[src/rtl/matrix_mult_seq.sv]
// N x N unsigned matrix multiplier built around one shared MAC unit.
// Operands are loaded through a write port; C streams out over valid/ready.
module matrix_mult_seq #(
    parameter int DATA_WIDTH = 8,
    parameter int N          = 3,
    parameter int ADDR_WIDTH = 4,
    parameter int ACC_WIDTH  = 18
) (
    input  logic                  clk,
    input  logic                  rst,
    input  logic                  load_valid,
    input  logic                  load_sel,
    input  logic [ADDR_WIDTH-1:0] load_addr,
    input  logic [DATA_WIDTH-1:0] load_data,
    output logic                  load_ready,
    input  logic                  start,
    input  logic                  abort,
    output logic                  busy,
    output logic                  done,
    output logic                  res_valid,
    input  logic                  res_ready,
    output logic [ACC_WIDTH-1:0]  res_data,
    output logic [ADDR_WIDTH-1:0] res_index
);
    localparam int NN = N * N;
    localparam int CW = $clog2(N);

    typedef enum logic [1:0] {IDLE, COMPUTE, OUTPUT, DONE} state_t;

    state_t                state, state_next;
    logic [DATA_WIDTH-1:0] a_mem [NN];
    logic [DATA_WIDTH-1:0] b_mem [NN];
    logic [ACC_WIDTH-1:0]  c_mem [NN];
    logic [CW-1:0]         i, j, k;
    logic [ACC_WIDTH-1:0]  acc, acc_next;
    logic [ADDR_WIDTH-1:0] idx, a_idx, b_idx, c_idx;
    logic                  load_hit, k_last, j_last, i_last, idx_last;

    // Handshake: a result element transfers on the clk edge where res_valid
    // and res_ready are both high; res_data/res_index hold while stalled.
    assign load_ready = (state == IDLE) || (state == DONE);
    assign busy       = (state == COMPUTE) || (state == OUTPUT);
    assign done       = (state == DONE);
    assign res_valid  = (state == OUTPUT);
    assign res_data   = (state == OUTPUT) ? c_mem[idx] : '0;
    assign res_index  = (state == OUTPUT) ? idx : '0;

    assign a_idx    = ADDR_WIDTH'(i) * ADDR_WIDTH'(N) + ADDR_WIDTH'(k);
    assign b_idx    = ADDR_WIDTH'(k) * ADDR_WIDTH'(N) + ADDR_WIDTH'(j);
    assign c_idx    = ADDR_WIDTH'(i) * ADDR_WIDTH'(N) + ADDR_WIDTH'(j);
    assign k_last   = (k == CW'(N - 1));
    assign j_last   = (j == CW'(N - 1));
    assign i_last   = (i == CW'(N - 1));
    assign idx_last = (idx == ADDR_WIDTH'(NN - 1));
    // Extra bit on the compare so NN == 2**ADDR_WIDTH still admits every address.
    assign load_hit = load_valid && load_ready &&
                      ({1'b0, load_addr} < (ADDR_WIDTH + 1)'(NN));
    assign acc_next = ((k == '0) ? '0 : acc) +
                      ACC_WIDTH'(a_mem[a_idx]) * ACC_WIDTH'(b_mem[b_idx]);

    always_comb begin
        state_next = state;
        if (abort) begin
            state_next = IDLE;
        end else begin
            case (state)
                IDLE, DONE: if (start) state_next = COMPUTE;
                COMPUTE:    if (k_last && j_last && i_last) state_next = OUTPUT;
                OUTPUT:     if (res_ready && idx_last) state_next = DONE;
                default:    state_next = IDLE;
            endcase
        end
    end

    always_ff @(posedge clk or posedge rst) begin
        if (rst) begin
            state <= IDLE;
            i     <= '0;
            j     <= '0;
            k     <= '0;
            acc   <= '0;
            idx   <= '0;
            for (int n = 0; n < NN; n++) begin
                a_mem[n] <= '0;
                b_mem[n] <= '0;
                c_mem[n] <= '0;
            end
        end else begin
            state <= state_next;
            if (load_hit) begin
                if (load_sel) b_mem[load_addr] <= load_data;
                else          a_mem[load_addr] <= load_data;
            end
            if (!abort) begin
                case (state)
                    IDLE, DONE: begin
                        if (start) begin
                            i   <= '0;
                            j   <= '0;
                            k   <= '0;
                            acc <= '0;
                            idx <= '0;
                        end
                    end
                    COMPUTE: begin
                        acc <= acc_next;
                        if (k_last) begin
                            c_mem[c_idx] <= acc_next;
                            k <= '0;
                            if (j_last) begin
                                j <= '0;
                                i <= i_last ? '0 : i + 1'b1;
                            end else begin
                                j <= j + 1'b1;
                            end
                        end else begin
                            k <= k + 1'b1;
                        end
                    end
                    OUTPUT: begin
                        if (res_ready) idx <= idx_last ? '0 : idx + 1'b1;
                    end
                    default: ;
                endcase
            end
        end
    end
endmodule

[config.mk]
export PLATFORM = sky130hd
export DESIGN_NAME = matrix_mult_seq
export DESIGN_NICKNAME = d
export VERILOG_FILES = /design/src/rtl/matrix_mult_seq.sv
export SDC_FILE = /design/constraint.sdc
export NUM_CORES = 1
export LEC_CHECK = 0
export ABC_AREA = 1
export BUFFER_PORTS_ARGS = -buffer_cell sky130_fd_sc_hd__buf_2
export CAP_MARGIN = 10
export CORE_MARGIN = 5
export CORE_UTILIZATION = 47
export CTS_BUF_LIST = sky130_fd_sc_hd__clkbuf_16
export CTS_CLUSTER_SIZE = 40
export DETAILED_ROUTE_END_ITERATION = 12
export PLACE_DENSITY_LB_ADDON = 0.15
export REMOVE_ABC_BUFFERS = 1
export SLEW_MARGIN = 10
export SYNTH_ARGS = -nofsm -noshare
export SYNTH_HDL_FRONTEND = slang
export SYNTH_SLANG_ARGS = --single-unit
[constraint.sdc]
create_clock -name clk -period 11.35 [get_ports clk]
set_input_delay 2.27 -clock clk [delete_from_list [all_inputs] [get_ports clk]]
set_output_delay 2.27 -clock clk [all_outputs]
set_load 0.005 [all_outputs]
==> parameters.txt, run 1 <==
Parameter                              Value

Synth
  Proportion of synthesized area in mux cells ... 0
  Cell area after technology mapping ... around 19000 um2
  Cell count after synthesis ... between 2000 and 2500
  Average footprint of a synthesized cell ... 7.909 um2
  Largest area contributor in the synthesized netlist ... sky130_fd_sc_hd__dfrtp_1
  Post-synthesis share of cell area spent on and, or, nand and nor gates ... 0.2574
  Post-synth top area share ... 0.4400
  Leading post-synthesis cells by cell area ... sky130_fd_sc_hd__dfrtp_1, sky130_fd_sc_hd__nand2_1, sky130_fd_sc_hd__o21ai_0
  Main combinational cell family by area after synthesis ... simple AND/OR/NAND/NOR gates
  Sequential area share after synthesis ... 0.4400
  Synthesized-area fraction occupied by ao, oa, aoi and oai cells ... 0.1212
  Share of the synthesized netlist area taken by xor and xnor gates ... 0.005566
  Number of unique standard cell types used by synthesis ... between 40 and 50
  Yosys warnings ... 0
  Adder-cell share of the synthesized area ... 0.09587
  Number of synthesized register bits ... approximately 340

Worst setup path
  Crit end category ... flip-flop
  Most used cell along the critical path ... sky130_fd_sc_hd__inv_1
  Reg2Reg Depth ... 25
  Crit path required time ... 11730 ps
  Critical register-to-register path endpoint ... c_mem[61]
  Worst EP arrival ... 7780 ps
  R2R setup slack ... between 3000 and 4000 ps
  Category of the critical setup timing path ... flip-flop to flip-flop
  Startpoint of the most critical setup path ... i[0]
  Peak per-stage delay on the critical path ... 1040 ps
  Start of the worst register-to-register path ... i[0]
  Cell with the largest stage delay on the worst path ... sky130_fd_sc_hd__fa_1
  End of the critical path ... c_mem[61]
  CP Max Fanout ... 17
  Kind of launch point of the worst setup path ... flip-flop

GRT
  Largest net degree at the start of global routing ... about 170
  GRT Resource Usage Total ... 0.2294
  Overall overflow remaining after global route ... 0
  Number of global-route vias before repair ... approximately 15000
  Initial antenna violation count ... 0
  First-pass GRT wire length ... ~83 mm

Drt
  First-pass iteration count of the detailed router ... 5
  Vias per cell ... between 5 and 6
  Total wire length ... 50.91 mm
  Total number of vias ... 15830
  Detailed-route DRC error count ... 0
  Wirelength per Cell ... 17.22 um
  ANT nets after route ... 0
  First-iteration detailed-routing DRC count ... between 1000 and 1500

Die
  Initial Util ... 0.4776
  Die Area ... around 45000 um2
  Row count ... 73
  Die boundary width ... approximately 210 um
  Die span in y ... 211.6 um
  Core Area ... 40010 um2
  Boundary Pins ... 45

CTS
  CTS tree ... built
  CTS-repair resized insts ... 0
  H-tree depth ... 2
  Clock Sink Count ... 336
  Latest clock arrival within the worst-skew pair ... 560 ps
  Clock Tree Root ... sky130_fd_sc_hd__clkbuf_16
  Clock buffers created by TritonCTS ... 40
  # Post-CTS Setup Buffers ... 0
  Clock-pin slew on the worst setup and hold paths ... roughly 60 ps
  Hold-fix buffers, CTS ... 0
  Number of buffers on the longest clock path ... 3

Timing
  Fraction of the cycle the final worst path needs ... 0.6516
  Setup repair after global routing missed its margin ... no
  Min Tclk post-route ... approximately 7400 ps
  Slew of the pin with the lowest slew margin ... approximately 1200 ps
  Final setup violation count ... 0
  Remaining max-slew budget at the tightest pin ... 0.2233
  Max-slew violation count ... 0
  Final Hold Viols ... 0
  Total negative slack ... 0 ps
  Maximum achievable frequency ... 135.2 MHz
  Final Skew ... about 22 ps

Placement
  HPWL reported at the end of detailed placement ... approximately 33 mm
  Port Buf Inserts ... 44
  GP Congestion ... 0.9007

Job
  Maxcap violations ... 0

Cells and area
  Count of antenna diodes in the layout ... 0
  Synthesis-to-finish area growth ... 8.402%
  Final standard cell utilization of the core ... 0.5177
  Most frequent cells in the layout ... sky130_fd_sc_hd__nand2_1, sky130_fd_sc_hd__dfrtp_1, sky130_fd_sc_hd__o21ai_0, sky130_fd_sc_hd__inv_1, sky130_fd_sc_hd__nand3_1
  Proportion of layout cells with a drive suffix above 1 ... 0.07445
  Most common library cell in the layout ignoring fill and taps ... sky130_fd_sc_hd__nand2_1
  Final #Nets ... roughly 2500

Outcome
  Result of the run ... completed

Worst hold path
  Tightest Hold Check Type ... flip-flop to flip-flop
-- Yosys cell counts (all sizes together) --
master / instances
nand3: 220
ha: 60
clkbuf: 34
nor4: 1
xor2: 7
or2: 2
nor3: 16
nand4: 5
dfrtp: 336
o22ai: 5
inv: 252
fa: 54
nand2: 738
a21oi: 51
clkinv: 2
nor2: 177
xnor2: 3
o211ai: 31
nand3b: 4
buf: 74
o21ai: 343
nand2b: 1
-- per-stage QoR --
stage	std cells	hold WS [ps]	worst slack, ps	instance area (um2)
6_report	2956	476.1	3954	20710
4_1_cts	2956	476.3	3934	20710
3_5_place_dp	2886	460.5	3973	19510
3_3_place_gp	2886	457.0	4030	19510
2_1_floorplan	2308	443.8	-229.9	18540
5_1_grt	2956	485.4	3330	20710
-- state kept, by name, indices dropped and copies added (netlist names) --
register	cells
idx	4
state	2
k	2
b_mem	72
j	2
a_mem	72
acc	18
i	2
c_mem	162
-- final cells by class --
cell class                      instances  area (um2)
Clock buffer                           41        1026
Sequential cell                       336        8413
Multi-Input combinational cell       1718        9173
Clock inverter                         29       177.7
Fill cell                            3974       19290
Tap cell                              525       656.9
Inverter                              254       965.9
Timing Repair Buffer                   53       300.3
-- logic make-up (layout without fill, tap and decap cells) --
| logic type | after synthesis | in the layout |
|---|---|---|
| and+or+nand+nor | 1164 | 1164 |
| AOI/OAI and AO/OA | 430 | 430 |
| buffers and inverters | 362 | 377 |
| DFF | 336 | 336 |
| adders and majority gates | 114 | 114 |
| xor gates and xnor gates | 10 | 10 |
-- worst max-delay path: cells and delay by family (launching register included) --
family,cells,cell delay (ps)
AO/OA/AOI/OAI,2,410
adder cells (fa/ha/maj),7,3690
AND/OR/NAND/NOR,7,1080
buffers and inverters,8,1040
XOR/XNOR,1,560
flip-flops,1,430
-- how the worst min path moves through the flow --
stage                          start    endpoint  depth (start not counted)
final                     c_mem[136]  c_mem[136]                          2
after global routing      c_mem[152]  c_mem[152]                          2
after CTS                  c_mem[30]   c_mem[30]                          2
after detailed placement   c_mem[30]   c_mem[30]                          2
after global placement    c_mem[120]  c_mem[120]                          2
after floorplan           c_mem[152]  c_mem[152]                          2
-- routing by layer --
metal  part of all wire  GRT usage  up-vias
met1               0.47     0.3248     7631
li1                   -          -     7715
met4              0.029    0.07819        0
met3              0.044    0.02890       96
met5                  0          0        -
met2               0.46     0.3678      384
Power of run 1 is not shown: default switching activity piles up to over one toggle a cycle in this logic, so the estimate is an artifact.
==> inputs of run 2 (changes only) <==
Settings changed: ABC_AREA 1 to 0.
Clock period 11.35 ns to 6.8 ns, I/O delays scaled along.
==> parameters.txt, run 2 <==
Parameter                              Value

Placement
  HPWL reported at the end of detailed placement ... approximately 28 mm
  Port Buf Inserts ... 44
  Instance count after placement with tap cells included ... 2100
  GP Congestion ... around 0.86

CTS
  Clock Sink Count ... approximately 340
  CTS tree ... built
  Clock Tree Root ... sky130_fd_sc_hd__clkbuf_16
  Number of buffers on the longest clock path ... 3
  Latest clock arrival within the worst-skew pair ... roughly 530 ps
  H-tree depth ... 2
  Hold-fix buffers, CTS ... 0
  Clock-pin slew on the worst setup and hold paths ... approximately 60 ps
  Clock buffers created by TritonCTS ... 38

Drt
  First-iteration detailed-routing DRC count ... roughly 700
  Total wire length ... between 40 and 50 mm
  ANT nets after route ... 0
  Total number of vias ... around 12000
  Vias per cell ... 5.433
  Wirelength per Cell ... between 15 and 20 um
  First-pass iteration count of the detailed router ... 5
  Detailed-route DRC error count ... 0

Worst hold path
  Worst Hold Depth ... 2
  Tightest Hold Check Type ... flip-flop to flip-flop
  Hold Startpoint ... c_mem[100]
  Destination of the worst hold path ... c_mem[100]

Worst setup path
  Kind of launch point of the worst setup path ... flip-flop
  Category of the critical setup timing path ... flip-flop to flip-flop
  R2R setup slack ... between 150 and 200 ps
  Reg2Reg Depth ... 22
  CP Max Fanout ... 8
  Start of the worst register-to-register path ... i[1]
  Crit path required time ... 7250 ps
  Worst EP arrival ... between 7000 and 8000 ps
  Crit end category ... flip-flop
  Critical register-to-register path endpoint ... c_mem[50]

Timing
  Fraction of the cycle the final worst path needs ... 0.9713
  Max-slew violation count ... 0
  Maximum achievable frequency ... roughly 150 MHz
  Final setup violation count ... 0
  Slew of the pin with the lowest slew margin ... between 1000 and 1500 ps
  Final Hold Viols ... 0
  Min Tclk post-route ... 6605 ps
  Remaining max-slew budget at the tightest pin ... 0.1907
  Final Skew ... approximately 16 ps

Synth
  Most instantiated flip-flop cell in the synthesis netlist ... sky130_fd_sc_hd__dfrtp_1
  Cell area after technology mapping ... 18410 um2
  Number of synthesized register bits ... around 340
  Top cells by instance count after synthesis ... sky130_fd_sc_hd__dfrtp_1, sky130_fd_sc_hd__mux2_2, sky130_fd_sc_hd__nand2_1
  Most frequently used cell type in the post-synthesis netlist ... sky130_fd_sc_hd__dfrtp_1
  Average footprint of a synthesized cell ... 11.66 um2
  Largest area contributor in the synthesized netlist ... sky130_fd_sc_hd__dfrtp_1
  Number of unique standard cell types used by synthesis ... a little under 70
  Cell count after synthesis ... approximately 1600
  Sequential area share after synthesis ... 0.4567
  Number of enable-type register cells in the synthesized netlist ... 0
  Post-synth top area share ... 0.4567
  Yosys warnings ... 0
  Leading post-synthesis cells by cell area ... sky130_fd_sc_hd__dfrtp_1, sky130_fd_sc_hd__mux2_2, sky130_fd_sc_hd__mux4_2
  Proportion of synthesized flip-flops having asynchronous set or reset ... 1.000

Cells and area
  Max reg flops ... approximately 160
  Most common library cell in the layout ignoring fill and taps ... sky130_fd_sc_hd__dfrtp_1
  Largest Register ... c_mem
  Largest registers in the final layout ... c_mem: 162 flops, a_mem: 72 flops, b_mem: 72 flops
  Synthesis-to-finish area growth ... 13.21%
  Final #Nets ... between 1500 and 2000
  Count of antenna diodes in the layout ... 0
  Proportion of layout cells with a drive suffix above 1 ... 0.2915
  Final cell count without fillers ... ~2200
  Most frequent cells in the layout ... sky130_fd_sc_hd__dfrtp_1, sky130_fd_sc_hd__nand2_1, sky130_fd_sc_hd__mux2_2, sky130_fd_sc_hd__o21ai_0, sky130_fd_sc_hd__inv_1

Pwr
  Power density over the cells ... 433.2 nW/um2
  Final total power ... 0.009027 W
  Leak ... 9.625 nW
  Worst ir drop on vdd ... roughly 0.36 mV

Job
  Maxcap violations ... 0

GRT
  Overall overflow remaining after global route ... 0
  GRT Resource Usage Total ... 0.1970
  Largest net degree at the start of global routing ... 137
  Initial antenna violation count ... 0
  Number of global-route vias before repair ... around 12000
  First-pass GRT wire length ... between 60 and 70 mm

Die
  Core Area ... between 30000 and 40000 um2
  Boundary Pins ... 45
  Initial Util ... 0.4752
  Row count ... between 70 and 80
  Die boundary width ... between 200 and 250 um
  Die span in y ... about 210 um
  Die Area ... approximately 43000 um2

Outcome
  Result of the run ... completed
run 2: changes by cell type after synthesis, moves of 68 or more:
cell / change
sky130_fd_sc_hd__nand2_1: -543
sky130_fd_sc_hd__nand3_1: -196
sky130_fd_sc_hd__mux2_2: +185
sky130_fd_sc_hd__o21ai_0: -167
sky130_fd_sc_hd__inv_1: -133
sky130_fd_sc_hd__nor2_1: -69
sky130_fd_sc_hd__mux4_2: +68
run 2: area by class of cell:
type	count	area (um2)
multi-input cells	1051	9494
repair buffers	109	783.3
inverters	109	416.7
fillers	3386	17900
clock buffers	39	975.9
clock inverters	20	110.1
well taps	518	648.1
flip-flops and latches	336	8412
run 2: how the worst max path moves through the flow:
stage / start / endpoint / slack (ps) / cells after the start
after floorplan: rst / a_mem[0] / -3870 / 1
after global placement: i[0] / c_mem[52] / -20 / 21
after detailed placement: k[0] / c_mem[52] / -150 / 20
after CTS: i[0] / c_mem[50] / 50 / 21
after global routing: i[1] / c_mem[68] / -30 / 23
final: i[1] / c_mem[50] / 190 / 22
run 2: metal layers:
layer,vias up,global-route usage,wire length (um)
met5,-,0,0
met1,6014,0.2782,19410
met2,198,0.3265,20690
met4,0,0.04779,1114
met3,73,0.02741,1447
li1,5570,-,-
run 2: where the power goes:
group	switching, W	internal, W	leakage, nW
logic	0.00254	0.00197	4.50
clock network	0.000783	0.00106	0.557
registers	0.000280	0.00239	4.56
run 2: cells by family after synthesis:
logic type,share of synthesized area
DFF,0.4567
muxes,0.2204
and+or+nand+nor,0.09583
xor gates and xnor gates,0.007613
adders and majority gates,0.09950
AOI/OAI and AO/OA,0.07626
buffers and inverters,0.04363
run 2: worst max-delay path: stages, from the launching register on:
cell	delay, ps
sky130_fd_sc_hd__dfrtp_1	360
sky130_fd_sc_hd__inv_2	70
sky130_fd_sc_hd__ha_4	270
sky130_fd_sc_hd__inv_1	70
sky130_fd_sc_hd__fa_2	630
sky130_fd_sc_hd__buf_12	160
sky130_fd_sc_hd__mux4_2	500
sky130_fd_sc_hd__mux2i_2	200
sky130_fd_sc_hd__mux2_4	200
sky130_fd_sc_hd__buf_4	140
sky130_fd_sc_hd__nor2_1	70
sky130_fd_sc_hd__fa_1	530
sky130_fd_sc_hd__fa_2	580
sky130_fd_sc_hd__inv_1	50
sky130_fd_sc_hd__fa_1	460
sky130_fd_sc_hd__fa_1	540
sky130_fd_sc_hd__inv_1	60
sky130_fd_sc_hd__ha_4	300
sky130_fd_sc_hd__nand3_2	100
sky130_fd_sc_hd__a311o_1	420
sky130_fd_sc_hd__and2_4	230
sky130_fd_sc_hd__o311a_4	430
sky130_fd_sc_hd__o21ai_2	140
run 2: what timing repair did:
action	4_1_cts	5_1_grt
buffers inserted	1	20
pin swaps	1	16
hold endpoints to repair	0	0
resized for setup	5	51
gates cloned	0	2
endpoints found under the setup margin	35	90
run 2: stage by stage:
step	utilization	TNS (ps)	worst slack, ps	area [um2]	hold slack [ps]
after floorplan	-	-1300350	-3870	18010	440.7
after global placement	0.4977	-187.9	-21.99	19280	456.6
after detailed placement	0.4977	-1880	-150.1	19280	465.9
after CTS	0.5266	0	51.42	20400	478.5
after global routing	0.5380	-88.65	-27.24	20840	498.5
final	0.5380	0	194.9	20840	474.0
Power figures use the tool's default switching activity.
==> inputs of run 3 (changes only) <==
Settings changed: MAX_ROUTING_LAYER from default to met4.
==> parameters.txt, run 3 (synthesized netlist as in run 2, its figures left out) <==
Parameter                              Value

Timing
  Min Tclk post-route ... around 6600 ps
  Remaining max-slew budget at the tightest pin ... 0.1834
  Worst Hold Margin ... ~470 ps
  Max-slew violation count ... 0
  Slew of the pin with the lowest slew margin ... about 1200 ps
  Fraction of the cycle the final worst path needs ... 0.9655
  Min setup slack post-route ... approximately 230 ps
  Maximum achievable frequency ... approximately 150 MHz
  Final Skew ... 16.56 ps
  Final Hold Viols ... 0
  Final setup violation count ... 0

Worst hold path
  Worst Hold Depth ... 2
  Destination of the worst hold path ... c_mem[99]
  Hold Startpoint ... c_mem[99]
  Tightest Hold Check Type ... flip-flop to flip-flop

GRT
  First-pass GRT wire length ... about 70 mm
  GRT Resource Usage Total ... 0.2029
  Layer carrying the most global-route usage ... met2
  Fraction of met2 tracks used by global routing ... 0.3259
  Initial antenna violation count ... 0
  Met1 track demand over resource in global routing ... 0.2791
  Overall overflow remaining after global route ... 0
  Number of global-route vias before repair ... approximately 12000
  Met3 track demand over resource in global routing ... 0.02711
  Largest net degree at the start of global routing ... around 140

Pwr
  Worst ir drop on vdd ... between 0.3 and 0.4 mV
  Leak ... between 9 and 10 nW
  Final total power ... between 0.008 and 0.009 W
  Power density over the cells ... 427.9 nW/um2

Drt
  ANT nets after route ... 0
  Wirelength per Cell ... 19.50 um
  Total number of vias ... around 12000
  First-pass iteration count of the detailed router ... 5
  Total wire length ... roughly 42 mm
  First-iteration detailed-routing DRC count ... 707
  Vias per cell ... roughly 5.4
  Detailed-route DRC error count ... 0

Worst setup path
  Category of the critical setup timing path ... flip-flop to flip-flop
  Startpoint of the most critical setup path ... i[0]
  Kind of launch point of the worst setup path ... flip-flop
  Reg2Reg Depth ... 22
  Cell with the largest stage delay on the worst path ... sky130_fd_sc_hd__fa_2
  CP Max Fanout ... 16
  Start of the worst register-to-register path ... i[0]
  Peak per-stage delay on the critical path ... 570 ps
  Crit path required time ... slightly above 7000 ps
  Crit end category ... flip-flop
  Chain of cells forming the critical path ... inv_1 -> ha_4 -> inv_1 -> fa_2 -> buf_12 -> mux4_2 -> mux2_2 -> a21oi_4 -> buf_4 -> nor2_1 -> fa_1 -> inv_1 -> fa_1 -> fa_1 -> fa_1 -> inv_1 -> ha_4 -> nand4_1 -> a311o_1 -> and2_4 -> o311a_4 -> o21ai_1
  Worst EP arrival ... around 7000 ps
  R2R setup slack ... approximately 230 ps
  Critical register-to-register path endpoint ... c_mem[50]

Die
  Die span in y ... slightly above 200 um
  Die boundary width ... between 200 and 250 um
  Row count ... 72
  Die Area ... about 43000 um2
  Initial Util ... 0.4752
  Boundary Pins ... 45
  Core Area ... between 30000 and 40000 um2

Placement
  GP Congestion ... roughly 0.87
  Placement Setup Slack ... -150.1 ps
  HPWL reported at the end of detailed placement ... 28.09 mm
  Instance count after placement with tap cells included ... 2100
  Port Buf Inserts ... 44

Cells and area
  Proportion of layout cells with a drive suffix above 1 ... 0.2831
  Largest Register ... c_mem
  Synthesis-to-finish area growth ... 12.64%
  Multi-input logic area ... 9437 um2
  Final cell count without fillers ... between 2000 and 2500
  Max reg flops ... roughly 160
  Most common library cell in the layout ignoring fill and taps ... sky130_fd_sc_hd__dfrtp_1
  Count of antenna diodes in the layout ... 0
  Most frequent cells in the layout ... sky130_fd_sc_hd__dfrtp_1, sky130_fd_sc_hd__nand2_1, sky130_fd_sc_hd__mux2_2, sky130_fd_sc_hd__o21ai_0, sky130_fd_sc_hd__inv_1
  Largest registers in the final layout ... c_mem: 162 flops, a_mem: 72 flops, b_mem: 72 flops
  Register cell area after layout ... roughly 8400 um2
  Fill cell count ... about 3400
  Final #Nets ... around 1800

Outcome
  Result of the run ... completed

CTS
  Clock-pin slew on the worst setup and hold paths ... around 60 ps
  Clock Tree Root ... sky130_fd_sc_hd__clkbuf_16
  Clock Sink Count ... roughly 340
  H-tree depth ... 2
  Latest clock arrival within the worst-skew pair ... around 530 ps
  CTS tree ... built
  Clock buffers created by TritonCTS ... 38
  Hold-fix buffers, CTS ... 0
  Number of buffers on the longest clock path ... 3

Job
  Maxcap violations ... 0
run 3: changes by cell type in the layout (fill, tap and decap cells not counted), moves of 2 or more:
cell / before / now
sky130_fd_sc_hd__o21ai_1: 16 / 20
sky130_fd_sc_hd__o21ai_2: 8 / 4
sky130_fd_sc_hd__buf_4: 58 / 55
sky130_fd_sc_hd__inv_1: 111 / 114
sky130_fd_sc_hd__inv_2: 3 / 0
sky130_fd_sc_hd__ha_1: 52 / 54
sky130_fd_sc_hd__ha_4: 6 / 4
run 3: area by class of cell:
cell class / instances / share of cell area
clock buffer: 39 / 0.04707
tap: 518 / 0.03126
timing repair buffer: 105 / 0.03548
clock inverter: 20 / 0.005310
inverter: 109 / 0.02009
sequential: 336 / 0.4057
multi-input combinational: 1051 / 0.4551
run 3: report_power, final:
part | internal (W) | total [W] | switching [W]
Combinational | 0.00187 | 0.00435 | 0.00249
Clock | 0.00106 | 0.00184 | 0.000782
Sequential | 0.00239 | 0.00267 | 0.000281
run 3: what timing repair did:
item	CTS	global route
pin swaps	1	11
gates resized for setup	5	39
endpoints found under the setup margin	35	90
buffers inserted	1	17
cloned	0	1
run 3: critical path, delay by kind of cell, from the launching register on:
kind	cells	cell delay, ps
adders and majority gates	7	3120
AOI/OAI and AO/OA	4	1250
muxes	2	790
buffers and inverters	6	600
and+or+nand+nor	3	350
DFF	1	340
run 3: stage by stage:
step	util	instance area [um2]	setup TNS [ps]
5_1_grt	0.5353	20730	-509.9
2_1_floorplan	-	18010	-1300350
3_5_place_dp	0.4977	19280	-1880
3_3_place_gp	0.4977	19280	-187.9
4_1_cts	0.5266	20400	0
6_report	0.5353	20730	0
run 3: layer usage:
metal,part of all wire,up-vias
met2,0.49,190
met1,0.46,6005
li1,-,5568
met4,0.024,0
met3,0.032,69
met5,0,-
run 3: worst max path at each step:
stage                endpoint  slack, ps  cells after the start
floorplan            a_mem[0]      -3870                      1
global route        c_mem[14]        -50                     24
CTS                 c_mem[50]         50                     21
finish              c_mem[50]        230                     22
global placement    c_mem[52]        -20                     21
detailed placement  c_mem[52]       -150                     20
